[src/rtl/uart_pkg.sv]
// Shared definitions for the parametrised UART transmitter: parity modes,
// transmit state encoding and the clocks-per-bit calculation.
package uart_pkg;

  localparam int PARITY_NONE = 0;
  localparam int PARITY_ODD  = 1;
  localparam int PARITY_EVEN = 2;

  typedef enum logic [2:0] {
    IDLE  = 3'd0,
    START = 3'd1,
    DATA  = 3'd2,
    PAR   = 3'd3,
    STOP  = 3'd4
  } tx_state_t;

  // Clocks per bit, rounded to the nearest integer.
  function automatic int calc_div(input int clk_freq, input int baud);
    return (clk_freq + baud / 2) / baud;
  endfunction

endpackage

[src/rtl/uart_tx_fifo.sv]
// Synchronous write FIFO for the UART transmitter; registered full/empty/level,
// writes while full are dropped and pointers wrap modulo DEPTH.
module uart_tx_fifo #(
  parameter int WIDTH = 8,
  parameter int DEPTH = 4
) (
  input  logic                     clk,
  input  logic                     rst,
  input  logic                     push,
  input  logic [WIDTH-1:0]         push_data,
  input  logic                     pop,
  output logic [WIDTH-1:0]         pop_data,
  output logic                     full,
  output logic                     empty,
  output logic [$clog2(DEPTH):0]   level
);

  localparam int AW = $clog2(DEPTH);
  localparam int LW = AW + 1;

  if ((DEPTH < 2) || ((DEPTH & (DEPTH - 1)) != 0)) begin : g_bad_depth
    $error("uart_tx_fifo: DEPTH must be a power of two and >= 2");
  end

  logic [WIDTH-1:0] mem [DEPTH];
  logic [AW-1:0]    wr_ptr;
  logic [AW-1:0]    rd_ptr;
  logic             push_ok;
  logic             pop_ok;
  logic [LW-1:0]    level_d;

  assign push_ok  = push & ~full;
  assign pop_ok   = pop & ~empty;
  assign pop_data = mem[rd_ptr];

  always_comb begin
    level_d = level;
    if (push_ok && !pop_ok) begin
      level_d = level + LW'(1);
    end else if (pop_ok && !push_ok) begin
      level_d = level - LW'(1);
    end else begin
      level_d = level;
    end
  end

  always_ff @(posedge clk) begin
    if (push_ok) begin
      mem[wr_ptr] <= push_data;
    end
  end

  always_ff @(posedge clk) begin
    if (rst) begin
      wr_ptr <= '0;
      rd_ptr <= '0;
      level  <= '0;
      full   <= 1'b0;
      empty  <= 1'b1;
    end else begin
      if (push_ok) begin
        wr_ptr <= wr_ptr + AW'(1);
      end
      if (pop_ok) begin
        rd_ptr <= rd_ptr + AW'(1);
      end
      level <= level_d;
      full  <= (level_d == LW'(DEPTH));
      empty <= (level_d == '0);
    end
  end

endmodule

[src/rtl/uart_tx_frame.sv]
// Parametrised UART transmitter: write FIFO feeding a start/data/parity/stop
// framer; back-to-back frames are sent with no idle gap.
module uart_tx_frame
  import uart_pkg::*;
#(
  parameter int CLK_FREQ   = 50_000_000,
  parameter int BAUD       = 9600,
  parameter int DATA_BITS  = 8,
  parameter int PARITY     = 0,
  parameter int STOP_BITS  = 1,
  parameter int FIFO_DEPTH = 4
) (
  input  logic                          clk_50M,
  input  logic                          rst,
  input  logic                          write_en,
  input  logic [DATA_BITS-1:0]          write_data,
  output logic                          uart_txd,
  output logic                          busy,
  output logic                          full,
  output logic                          overflow,
  output logic [$clog2(FIFO_DEPTH):0]   fifo_level
);

  localparam int DIV = calc_div(CLK_FREQ, BAUD);
  localparam int CW  = (DIV > 1) ? $clog2(DIV) : 1;
  localparam int BW  = $clog2(DATA_BITS + 1);

  if (DIV < 2) begin : g_bad_div
    $error("uart_tx_frame: clocks per bit must be >= 2");
  end
  if ((DATA_BITS < 5) || (DATA_BITS > 9)) begin : g_bad_bits
    $error("uart_tx_frame: DATA_BITS must be 5..9");
  end
  if ((PARITY < 0) || (PARITY > 2)) begin : g_bad_parity
    $error("uart_tx_frame: PARITY must be 0, 1 or 2");
  end
  if ((STOP_BITS < 1) || (STOP_BITS > 2)) begin : g_bad_stop
    $error("uart_tx_frame: STOP_BITS must be 1 or 2");
  end

  tx_state_t            state;
  tx_state_t            next_state;
  logic [CW-1:0]        baud_cnt;
  logic [BW-1:0]        bit_cnt;
  logic [DATA_BITS-1:0] shift;
  logic [DATA_BITS-1:0] shift_d;
  logic [DATA_BITS-1:0] pop_data;
  logic                 par_bit;
  logic                 pop;
  logic                 fifo_empty;
  logic                 bit_end;
  logic                 last_data;
  logic                 last_stop;
  logic                 txd_d;

  assign bit_end   = (baud_cnt == CW'(DIV - 1));
  assign last_data = (bit_cnt == BW'(DATA_BITS - 1));
  assign last_stop = (bit_cnt == BW'(STOP_BITS - 1));

  uart_tx_fifo #(
    .WIDTH (DATA_BITS),
    .DEPTH (FIFO_DEPTH)
  ) u_fifo (
    .clk       (clk_50M),
    .rst       (rst),
    .push      (write_en),
    .push_data (write_data),
    .pop       (pop),
    .pop_data  (pop_data),
    .full      (full),
    .empty     (fifo_empty),
    .level     (fifo_level)
  );

  always_ff @(posedge clk_50M) begin
    if (rst) begin
      state <= IDLE;
    end else begin
      state <= next_state;
    end
  end

  always_comb begin
    next_state = state;
    case (state)
      IDLE:    next_state = fifo_empty ? IDLE : START;
      START:   next_state = bit_end ? DATA : START;
      DATA: begin
        if (bit_end && last_data) begin
          next_state = (PARITY != PARITY_NONE) ? PAR : STOP;
        end else begin
          next_state = DATA;
        end
      end
      PAR:     next_state = bit_end ? STOP : PAR;
      STOP: begin
        if (bit_end && last_stop) begin
          next_state = fifo_empty ? IDLE : START;
        end else begin
          next_state = STOP;
        end
      end
      default: next_state = IDLE;
    endcase
  end

  // The line register is loaded from the next state so the start bit appears on the pop edge.
  always_comb begin
    pop = ((state == IDLE) && !fifo_empty) ||
          ((state == STOP) && bit_end && last_stop && !fifo_empty);
    if (pop) begin
      shift_d = pop_data;
    end else if ((state == DATA) && bit_end) begin
      shift_d = shift >> 1;
    end else begin
      shift_d = shift;
    end
    case (next_state)
      IDLE:    txd_d = 1'b1;
      START:   txd_d = 1'b0;
      DATA:    txd_d = shift_d[0];
      PAR:     txd_d = par_bit;
      STOP:    txd_d = 1'b1;
      default: txd_d = 1'b1;
    endcase
  end

  always_ff @(posedge clk_50M) begin
    if (rst) begin
      baud_cnt <= '0;
      bit_cnt  <= '0;
      shift    <= '0;
      par_bit  <= 1'b0;
    end else begin
      shift <= shift_d;
      if (pop) begin
        baud_cnt <= '0;
        bit_cnt  <= '0;
        par_bit  <= (^pop_data) ^ (PARITY == PARITY_ODD);
      end else if (state != IDLE) begin
        if (bit_end) begin
          baud_cnt <= '0;
          bit_cnt  <= (next_state != state) ? '0 : bit_cnt + BW'(1);
        end else begin
          baud_cnt <= baud_cnt + CW'(1);
        end
      end
    end
  end

  always_ff @(posedge clk_50M) begin
    if (rst) begin
      uart_txd <= 1'b1;
      busy     <= 1'b0;
      overflow <= 1'b0;
    end else begin
      uart_txd <= txd_d;
      busy     <= (next_state != IDLE) || (write_en && !full);
      overflow <= overflow | (write_en & full);
    end
  end

endmodule

[config.mk]
export PLATFORM = sky130hd
export DESIGN_NAME = uart_tx_frame
export DESIGN_NICKNAME = d
export VERILOG_FILES = /design/src/rtl/uart_pkg.sv /design/src/rtl/uart_tx_fifo.sv /design/src/rtl/uart_tx_frame.sv
export SDC_FILE = /design/constraint.sdc
export NUM_CORES = 1
export LEC_CHECK = 0
export BUFFER_PORTS_ARGS = -buffer_cell sky130_fd_sc_hd__buf_4
export CAP_MARGIN = 10
export CORE_UTILIZATION = 64
export CTS_CLUSTER_DIAMETER = 40
export DETAILED_ROUTE_END_ITERATION = 12
export PLACE_DENSITY_LB_ADDON = 0.2
export SLEW_MARGIN = 25
export SYNTH_ARGS = -nofsm -noshare
export SYNTH_HDL_FRONTEND = slang
export SYNTH_SLANG_ARGS = --single-unit
[constraint.sdc]
create_clock -name clk_50M -period 6.5 [get_ports clk_50M]
set_input_delay 0.65 -clock clk_50M [delete_from_list [all_inputs] [get_ports clk_50M]]
set_output_delay 0.65 -clock clk_50M [all_outputs]
set_load 0.005 [all_outputs]
; ---- Word level (Yosys, flattened, before mapping)
; Memories as Yosys holds them, arrays and structs flattened. A register that Yosys moved wholly into a read port is not among the register bits.
; Cells that the tools add are included.
[word_totals]
input_bits = 11
out_inout_bits = 7
register_bits = 41
ramBits = 32
memories = 1
latch_bits = 0
elab_cells = 80
mem_bits_ro = 0
[memory_table]
columns = name, words, width, rd, rd_clocked_by_memory_dff, wr, line
row1 = u_fifo.mem, 4, 8, 1, 1, 1, uart_tx_fifo.sv:25  ; logic [WIDTH-1:0] mem [DEPTH];
[classes]
n_shift = 0
add_sub_neg = 6
order_cmp = 0
n_eq_ne = 11
n_reduce_logical = 25
n_mux = 17
n_div = 0
multipliers = 0
bitwise = 6
[ops]
columns = operator, n
row1 = two-way mux 8 bit, 2
row2 = two-way mux 3 bit, 5
row3 = one-hot mux 3 bit (5 select lines), 1
row4 = "adder 13 x 1 -> 13 bit, second input constant", 1
row5 = "== test 13 bit, second input constant", 1
row6 = two-way mux 13 bit, 1
row7 = "== test 3 x 2 -> 1 bit, second input constant", 4
row8 = logical AND 1 bit, 10
row9 = parity 8 bit, 1
row10 = "== test 3 x 1 -> 1 bit, second input constant", 2
row11 = "== test 3 bit, second input constant", 2
row12 = zero test 3 bit, 2
row13 = two-way mux 2 bit, 3
row14 = nonzero test 3 bit, 2
row15 = "adder 2 x 1 -> 2 bit, second input constant", 2
row16 = "adder 4 x 1 -> 4 bit, second input constant", 1
row17 = "== test 4 x 3 -> 1 bit, second input constant", 1
row18 = zero test 1 bit, 4
row19 = zero test 4 bit, 1
row20 = two-way mux 4 bit, 1
row21 = "adder 3 x 1 -> 3 bit, second input constant", 1
row22 = bitwise AND 1 bit, 3
row23 = two-way mux 1 bit, 3
row24 = != test 3 bit, 1
row25 = other kinds (8), 10

; ---- Longest topological paths before layout
; Gate-level depths: netlist of the first run.
[depth]
depth_word = 10
mapped_depth = 9
ltp_nobuf = 8

; ---- Hierarchy
; Synthesis of the first run repeated with hierarchy kept, for this count alone.
[unflattened]
hier_cells = 296
area_unflattened_um2 = 3448.3
[modules_own_cells]
columns = module, instances, seq_area_each_um2, area_each_um2, cells_each
row1 = uart_tx_fifo, 1, 1181.1, 1783.0, 112
row2 = uart_tx_frame, 1, 640.6, 1665.3, 184

; ---- Worst setup path before layout of the first run
; OpenSTA, ideal clock, no wires.
[synth_timing]
kind = register -> register
startpoint = register baud_cnt[0]
endpoint = register u_fifo.empty
stages_incl_launch_ff = 9
setup_ns = 0.057
slack_ns = 4.225
synth_period_minus_slack_ns = 2.275
path_buffers = 1
arrival_time_ns = 2.218
required_ns = 6.443
path_cell_list = dfxtp_1 -> ha_1 -> and4bb_2 -> a41oi_1 -> or2_2 -> buf_2 -> a31oi_1 -> mux2_2 -> o21ba_2
[synth_via]
elab_chain_cells = 10
elab_cells_between_ends = 12
classes_between = eq/ne (1) / mux (2) / bitwise (1) / reduce/logical (8)
[synth_rtl]
columns = element, line
row1 = "start, declared", uart_tx_frame.sv:43  ; logic [CW-1:0] baud_cnt;
row2 = "start signal, assigned", uart_tx_frame.sv:145  ; baud_cnt <= baud_cnt + CW'(1);
row3 = == test 13 bit (*), uart_tx_frame.sv:56  ; assign bit_end = (baud_cnt == CW'(DIV - 1));
row4 = logical AND 1 bit (*) (3 in a row), uart_tx_frame.sv:110  ; ((state == STOP) && bit_end && last_stop && !fifo_empty);
row5 = logical OR 1 bit (*), uart_tx_frame.sv:109  ; pop = ((state == IDLE) && !fifo_empty) ||
row6 = bitwise AND 1 bit (*), uart_tx_fifo.sv:33  ; assign pop_ok = pop & ~empty;
row7 = logical AND 1 bit or zero test 1 bit (tied branches), "uart_tx_fifo.sv:40, uart_tx_fifo.sv:38"
row8 = two-way mux 3 bit or logical AND 1 bit (tied branches), "uart_tx_fifo.sv:40, uart_tx_fifo.sv:38"
row9 = two-way mux 3 bit (*), uart_tx_fifo.sv:38  ; if (push_ok && !pop_ok) begin
row10 = zero test 3 bit (*), uart_tx_fifo.sv:69  ; empty <= (level_d == '0);
row11 = "end signal, assigned", uart_tx_fifo.sv:69
row12 = "end, declared", uart_tx_fifo.sv:14  ; output logic empty,
; Every way passes the cells marked *; elsewhere a longest branch is shown, timed or not.
; A chain may end at the register's enable or synchronous reset.

; ---- Final worst setup path of the first run
; Same ends and word-level chain as after synthesis.

==> flow_summary_export.csv, run 1 <==
group,metric,value,unit
synth,netlist.top_cell.by_area,"sky130_fd_sc_hd__edfxtp_1",
sta,fin_tns_setup,0,ns
cts,clkSlewWorstSetupHoldPaths,0.07,ns
min_path,min_delay_path_depth,2,
cts,cts_htree_levels,3,
floorplan,placeableCoreArea,0.004786,mm2
finish,antenna-diode-count,0,
place,place.gp.congestion,0.7937,
worst_setup_path,crit_path_start_kind,"flip-flop",
sta,largest_clock_skew_in_the_final_design,0.006579,ns
routing,ant_nets,0,
global_routing,antenna_found_initial,0,
synth,ys_top_cells_by_count,"45 x sky130_fd_sc_hd__nor2_1, 43 x sky130_fd_sc_hd__dfxtp_1, 32 x sky130_fd_sc_hd__edfxtp_1",
worst_setup_path,r2r.worst_path.cells,7,
synth,synth.distinct_cells,47,
routing,post_route_drc_violation_count,0,
place,place.detailed.hpwl,3735,um
finish,finalNetCount,318,
synth,synth_top_cell_area_share,29.72,%
worst_setup_path,timing.rr.end,"u_fifo.empty",
worst_setup_path,crit_type,"reg -> reg",
worst_setup_path,ff2ff_setup_slack,3.96,ns
sta,report.final.hold_viol_count,0,
floorplan,ioPinCount,18,
sta,drv_slew,0,
min_path,holdCritPathClass,"reg -> reg",
sta,setup_violations,0,
finish,layout-drive-gt1-share,16.50,%
routing,drt_iter0_markers,65,
synth,synth.avg_cell_area,11.51,um2
sta,timing.max_slew.rel_slack,49.80,%
synth,yosysWarnings,0,
cts,cts.repair.resized,0,
sta,grt_setup_unrepaired,"false",
cts,ctsHoldBuffers,0,
pwr,worst_ir_drop_vdd,0.2266,mV
worst_setup_path,critical_path.endpoint_type,"flip-flop",
floorplan,die_width,73.08,um
cts,clock_tree.buffer_depth,2,
worst_setup_path,rr_startpoint,"baud_cnt[0]",
min_path,timing.hold.worst.start,"shift[3]",
synth,ys_dominant_reg_cell,"sky130_fd_sc_hd__dfxtp_1",
cts,cts_buffers,9,
routing,drt-pass1-iter-count,4,
synth,syn-num-nets,301,
finish,num-fill-cells,339,
sta,worstMarginPinSlew,0.7514,ns
cts,clock_sink_count,75,
pwr,totalPowerFinal,1319,uW
worst_setup_path,worst_ep_arrival_time,2.82,ns
routing,drt-total-wl,5307,um
synth,synth.area.top_cells,"sky130_fd_sc_hd__edfxtp_1 30%, sky130_fd_sc_hd__dfxtp_1 27%, sky130_fd_sc_hd__mux4_2 5.6%",
global_routing,globalRouteOverflowTotal,0,
place,port_buffer_count,17,
cts,cts_tree,"done",
sta,fmaxAchievable,0.3940,GHz
sta,min_period_over_period,39.05,%
floorplan,chipHeight,73.08,um
routing,detailroute.via_count,2031,
sta,minimum_clock_period_after_layout,2.538,ns
global_routing,via_count_of_the_first_global_routing_pass,2005,
global_routing,grt_pass1_wl,8756,um
flow_run,cap_viol_max_count,0,
synth,netlist_instances,281,
outcome,run_status,"finished, final reports clean",
worst_setup_path,critical_path.max_fanout,17,
global_routing,grt_util_all_layers,22.26,%
min_path,holdPathEnd,"shift[3]",
routing,via_per_inst,5.489,
synth,ys_ff_latch,75,
synth,synth_enable_flop_cells,32,
pwr,static-leakage-power,0.001258,uW
pwr,pwr_density_cell,368.2,mW/mm2
synth,syn_area,0.003233,mm2
routing,post_drt_wl_per_cell,14.34,um
floorplan,core.rowCount,25,
cts,post_cts.repair.setup_buffers,0,
floorplan,start_util,67.56,%
cts,clk_root_buffer_cell,"sky130_fd_sc_hd__clkbuf_8",
worst_setup_path,cp.required,6.78,ns
synth,synth_async_sr_flop_share,0,%
synth,yosysMostFrequentCell,"sky130_fd_sc_hd__nor2_1",
global_routing,grt_max_degree,28,
synth,ys_seq_area_share,56.35,%
cts,clock_latency_on_the_worst_skew_pair,0.33,ns
floorplan,floorplan_die_area,0.005340,mm2
finish,area.growth.synth_to_final,10.80,%
[kinds of logic (layout without fill, tap and decap cells)]
| family | count (synthesis) | in the layout | synth area share, % |
|---|---|---|---|
| compound gates | 32 | 32 | 7.082 |
| fa+ha+maj | 9 | 9 | 3.483 |
| mux | 11 | 11 | 6.540 |
| simple gates | 106 | 106 | 16.49 |
| xor+xnor | 27 | 27 | 7.314 |
| buf+inv | 21 | 43 | 2.748 |
| flops | 75 | 75 | 56.35 |
[through the flow]
step	std cells	hold slack [ns]	instance area [um2]	setup slack, ns	utilization, %
2_1_floorplan	281	0.4440	3233	4.225	-
3_3_place_gp	354	0.4495	3397	4.088	70.98
3_5_place_dp	354	0.4581	3397	3.997	70.98
4_1_cts	370	0.4686	3582	3.985	74.85
5_1_grt	370	0.4917	3582	3.797	74.85
6_report	370	0.4675	3582	3.962	74.85
[per-layer routing]
metal  vias to the layer above  GRT usage (%)  part of all wire (%)
met4                         0          12.20                   1.9
met2                        36          37.86                    51
met1                       962          26.66                    45
met5                         -              0                     0
li1                       1023              -                     -
met3                        10          4.144                   2.7
[where the power goes]
| group | leakage (uW) | internal [uW] | total (uW) | switching (uW) |
|---|---|---|---|---|
| sequential | 0.000645 | 562 | 617 | 55.3 |
| clock | 0.0000936 | 176 | 334 | 157 |
| combinational | 0.000520 | 186 | 368 | 181 |
[cell usage in the layout, fill, tap and decap left out, drive strengths merged, types with 3 or more instances in the layout]
| cell type | count |
|---|---|
| nor2 | 46 |
| dfxtp | 43 |
| edfxtp | 32 |
| nand2 | 24 |
| buf | 18 |
| xnor2 | 17 |
| clkbuf | 11 |
| xor2 | 10 |
| inv | 10 |
| ha | 9 |
| mux4 | 8 |
| nand3 | 7 |
| a311oi | 6 |
| o21ai | 6 |
| and2 | 5 |
| nand4 | 5 |
| a211oi | 4 |
| a21oi | 4 |
| or4b | 3 |
[flip-flops by register name, indices dropped and copies added (netlist names), 2 cells and up, named ones only]
register and count:
baud_cnt 13, state 3, u_fifo.wr_ptr 2, bit_cnt 4
u_fifo.level 3, u_fifo.rd_ptr 2, shift 8, u_fifo.mem 32
[final cells by class]
class	count	area (um2)	area share (%)
Inverter	9	33.78	0.9431
Timing Repair Buffer	18	135.1	3.772
Sequential cell	75	1822	50.86
Clock buffer	11	131.4	3.667
Clock inverter	5	53.80	1.502
Multi-Input combinational cell	185	1323	36.92
Tap cell	67	83.83	2.340
[critical path, cell delays in order (launching register included)]
cell and delay [ns]:
sky130_fd_sc_hd__dfxtp_1 0.39, sky130_fd_sc_hd__ha_1 0.21, sky130_fd_sc_hd__and4bb_2 0.26, sky130_fd_sc_hd__a41oi_1 0.28, sky130_fd_sc_hd__or2_2 0.52, sky130_fd_sc_hd__a31oi_1 0.24
sky130_fd_sc_hd__mux2_2 0.37, sky130_fd_sc_hd__o21ba_2 0.23
[worst max path at each step]
| stage | slack, ns | from | cells after the start | to |
|---|---|---|---|---|
| 2_1_floorplan | 4.23 | baud_cnt[0] | 8 | u_fifo.empty |
| 3_3_place_gp | 4.09 | baud_cnt[0] | 7 | u_fifo.empty |
| 5_1_grt | 3.80 | baud_cnt[0] | 7 | u_fifo.empty |
| 3_5_place_dp | 4.00 | baud_cnt[0] | 7 | u_fifo.empty |
| 6_report | 3.96 | baud_cnt[0] | 7 | u_fifo.empty |
| 4_1_cts | 3.99 | baud_cnt[0] | 7 | u_fifo.empty |
Power figures use the tool's default switching activity.
==> run 2: changes to the inputs <==
--- a/config.mk
+++ b/config.mk
@@ -7,7 +7,7 @@
 export LEC_CHECK = 0
 export BUFFER_PORTS_ARGS = -buffer_cell sky130_fd_sc_hd__buf_4
 export CAP_MARGIN = 10
-export CORE_UTILIZATION = 64
+export CORE_UTILIZATION = 54
 export CTS_CLUSTER_DIAMETER = 40
 export DETAILED_ROUTE_END_ITERATION = 12
 export PLACE_DENSITY_LB_ADDON = 0.2
==> constraint.sdc (replaced) <==
create_clock -name clk_50M -period 2.2 [get_ports clk_50M]
set_input_delay 0.22 -clock clk_50M [delete_from_list [all_inputs] [get_ports clk_50M]]
set_output_delay 0.22 -clock clk_50M [all_outputs]
set_load 0.005 [all_outputs]
==> run 2 against run 1 <==
  * Sequential share of layout area decreased by 3.0 points
  * Via count increased by 1.7%
  * Combinational power increased to 3.4 times the previous value
  * Largest power group unchanged
  * Critical path type unchanged
  * Critical endpoint is now uart_txd
==> flow_summary_export.csv, run 2 (same netlist as run 1, synthesis figures left out) <==
group,metric,value,unit
outcome,run_status,"finished, final reports clean",
global_routing,grt_max_degree,28,
min_path,holdCritPathClass,"in -> reg",
routing,drt-pass1-iter-count,4,
finish,most_frequent_cells_in_the_layout,"45 x sky130_fd_sc_hd__nor2_1, 39 x sky130_fd_sc_hd__dfxtp_1, 34 x sky130_fd_sc_hd__buf_4",
routing,post_route_drc_violation_count,0,
cts,clock_tree.buffer_depth,2,
pwr,worst_ir_drop_vdd,0.6283,mV
routing,post_drt_wl_per_cell,14.58,um
floorplan,ioPinCount,18,
routing,ant_nets,0,
worst_setup_path,critical_path.max_fanout,4,
finish,largest_register_ff_count,32,
sta,worstMarginPinSlew,0.4474,ns
place,place.detailed.hpwl,3984,um
finish,layout_commonest_cell,"sky130_fd_sc_hd__nor2_1",
cts,cts_tree,"done",
global_routing,via_count_of_the_first_global_routing_pass,2108,
worst_setup_path,cp.required,2.44,ns
finish,antenna-diode-count,0,
worst_setup_path,r2r.worst_path.cells,7,
floorplan,floorplan_die_area,0.006300,mm2
cts,clock_sink_count,75,
worst_setup_path,crit_path_start_kind,"flip-flop",
sta,fmaxAchievable,0.4726,GHz
global_routing,grt_util_all_layers,20.15,%
floorplan,start_util,57.31,%
global_routing,globalRouteOverflowTotal,0,
floorplan,placeableCoreArea,0.005642,mm2
place,port_buffer_count,17,
finish,layout-drive-gt1-share,24.14,%
routing,detailroute.via_count,2065,
worst_setup_path,crit_path_cell_trace,"ha_4, and4bb_2, nand3_4, or4b_4, mux2i_2, nand3b_1, a211o_1",
finish,finalNetCount,334,
routing,via_per_inst,5.281,
pwr,pwr_density_cell,1110,mW/mm2
sta,largest_clock_skew_in_the_final_design,0.007665,ns
sta,min_period_over_period,96.18,%
floorplan,chipHeight,79.38,um
routing,drt-total-wl,5701,um
cts,clkSlewWorstSetupHoldPaths,0.08,ns
worst_setup_path,crit_path_max_incr_delay,0.57,ns
cts,clk_root_buffer_cell,"sky130_fd_sc_hd__clkbuf_8",
pwr,static-leakage-power,0.001363,uW
worst_setup_path,worst_path_max_delay_cell,"sky130_fd_sc_hd__or4b_4",
sta,drv_slew,0,
sta,report.final.hold_viol_count,0,
floorplan,core.rowCount,27,
worst_setup_path,ff2ff_setup_slack,0.08,ns
worst_setup_path,critical_path.endpoint_type,"flip-flop",
sta,fin_tns_setup,0,ns
sta,timing.max_slew.rel_slack,70.17,%
global_routing,grt_pass1_wl,9515,um
place,place.gp.congestion,0.7629,
finish,area.growth.synth_to_final,18.34,%
cts,clock_latency_on_the_worst_skew_pair,0.34,ns
finish,largest-register,"u_fifo.mem",
sta,minimum_clock_period_after_layout,2.116,ns
global_routing,antenna_found_initial,0,
routing,drt_iter0_markers,66,
floorplan,die_width,79.38,um
finish,biggestRegsByFlops,"u_fifo.mem: 32 flops, baud_cnt: 13 flops, shift: 8 flops",
flow_run,cap_viol_max_count,0,
min_path,min_delay_path_depth,1,
cts,post_cts.repair.setup_buffers,0,
sta,setup_violations,0,
cts,cts_buffers,9,
worst_setup_path,crit_type,"reg -> reg",
worst_setup_path,worst_ep_arrival_time,2.35,ns
cts,cts_htree_levels,3,
finish,layout.core_utilization,67.82,%
[run 2: path summary, 6_finish.rpt]
path,startpoint,to
worst max-delay path,baud_cnt[1],uart_txd
worst min-delay path,write_data[1],u_fifo.mem[0][1]
worst min register to register,shift[3],shift[3]
worst max register to register,baud_cnt[1],uart_txd
[run 2: timing repair]
action | 4_1_cts | 5_1_grt
hold endpoints to repair | 0 | 0
gates resized for setup | 0 | 11
hold buffers | 0 | 0
setup endpoints to repair | 0 | 3
[run 2: power by group]
| group | total (uW) | internal (uW) | switching, uW | leakage, uW |
|---|---|---|---|---|
| registers | 1800 | 1660 | 135 | 0.000647 |
| clock network | 1200 | 681 | 522 | 0.000114 |
| logic | 1240 | 633 | 612 | 0.000602 |
| total | 4250 | 2980 | 1270 | 0.00136 |
[run 2: cell type report]
class	instances	area, um2
flip-flops and latches	75	1832
fillers	419	1815
multi-input cells	185	1384
repair buffers	34	255.2
clock buffers	10	137.6
clock inverters	6	93.84
well taps	72	90.09
inverters	9	33.78
[run 2: per-stage QoR]
stage,total power [uW],hold slack [ns],std cells,setup slack [ns],instance area (um2)
6_report,4246,0.07057,391,0.08398,3826
5_1_grt,4482,0.06068,391,-0.006832,3826
4_1_cts,4253,0.05387,391,0.02366,3787
3_5_place_dp,3039,0.4225,375,0.04256,3556
3_3_place_gp,3004,0.4213,375,0.1069,3556
2_1_floorplan,2712,0.3189,281,0.02674,3266
[run 2: critical path, delay by kind of cell, from the launching register on]
family	cells	cell delay [ns]
simple gates	4	1.02
flops	1	0.38
compound gates	1	0.26
mux	1	0.22
fa+ha+maj	1	0.13
[run 2: metal layers]
layer,vias to the layer above,track usage (%),routed length [um]
met5,-,0,0
met4,0,5.273,44
met3,6,5.829,135
met2,15,35.60,2888
met1,978,23.94,2633
li1,1066,-,-
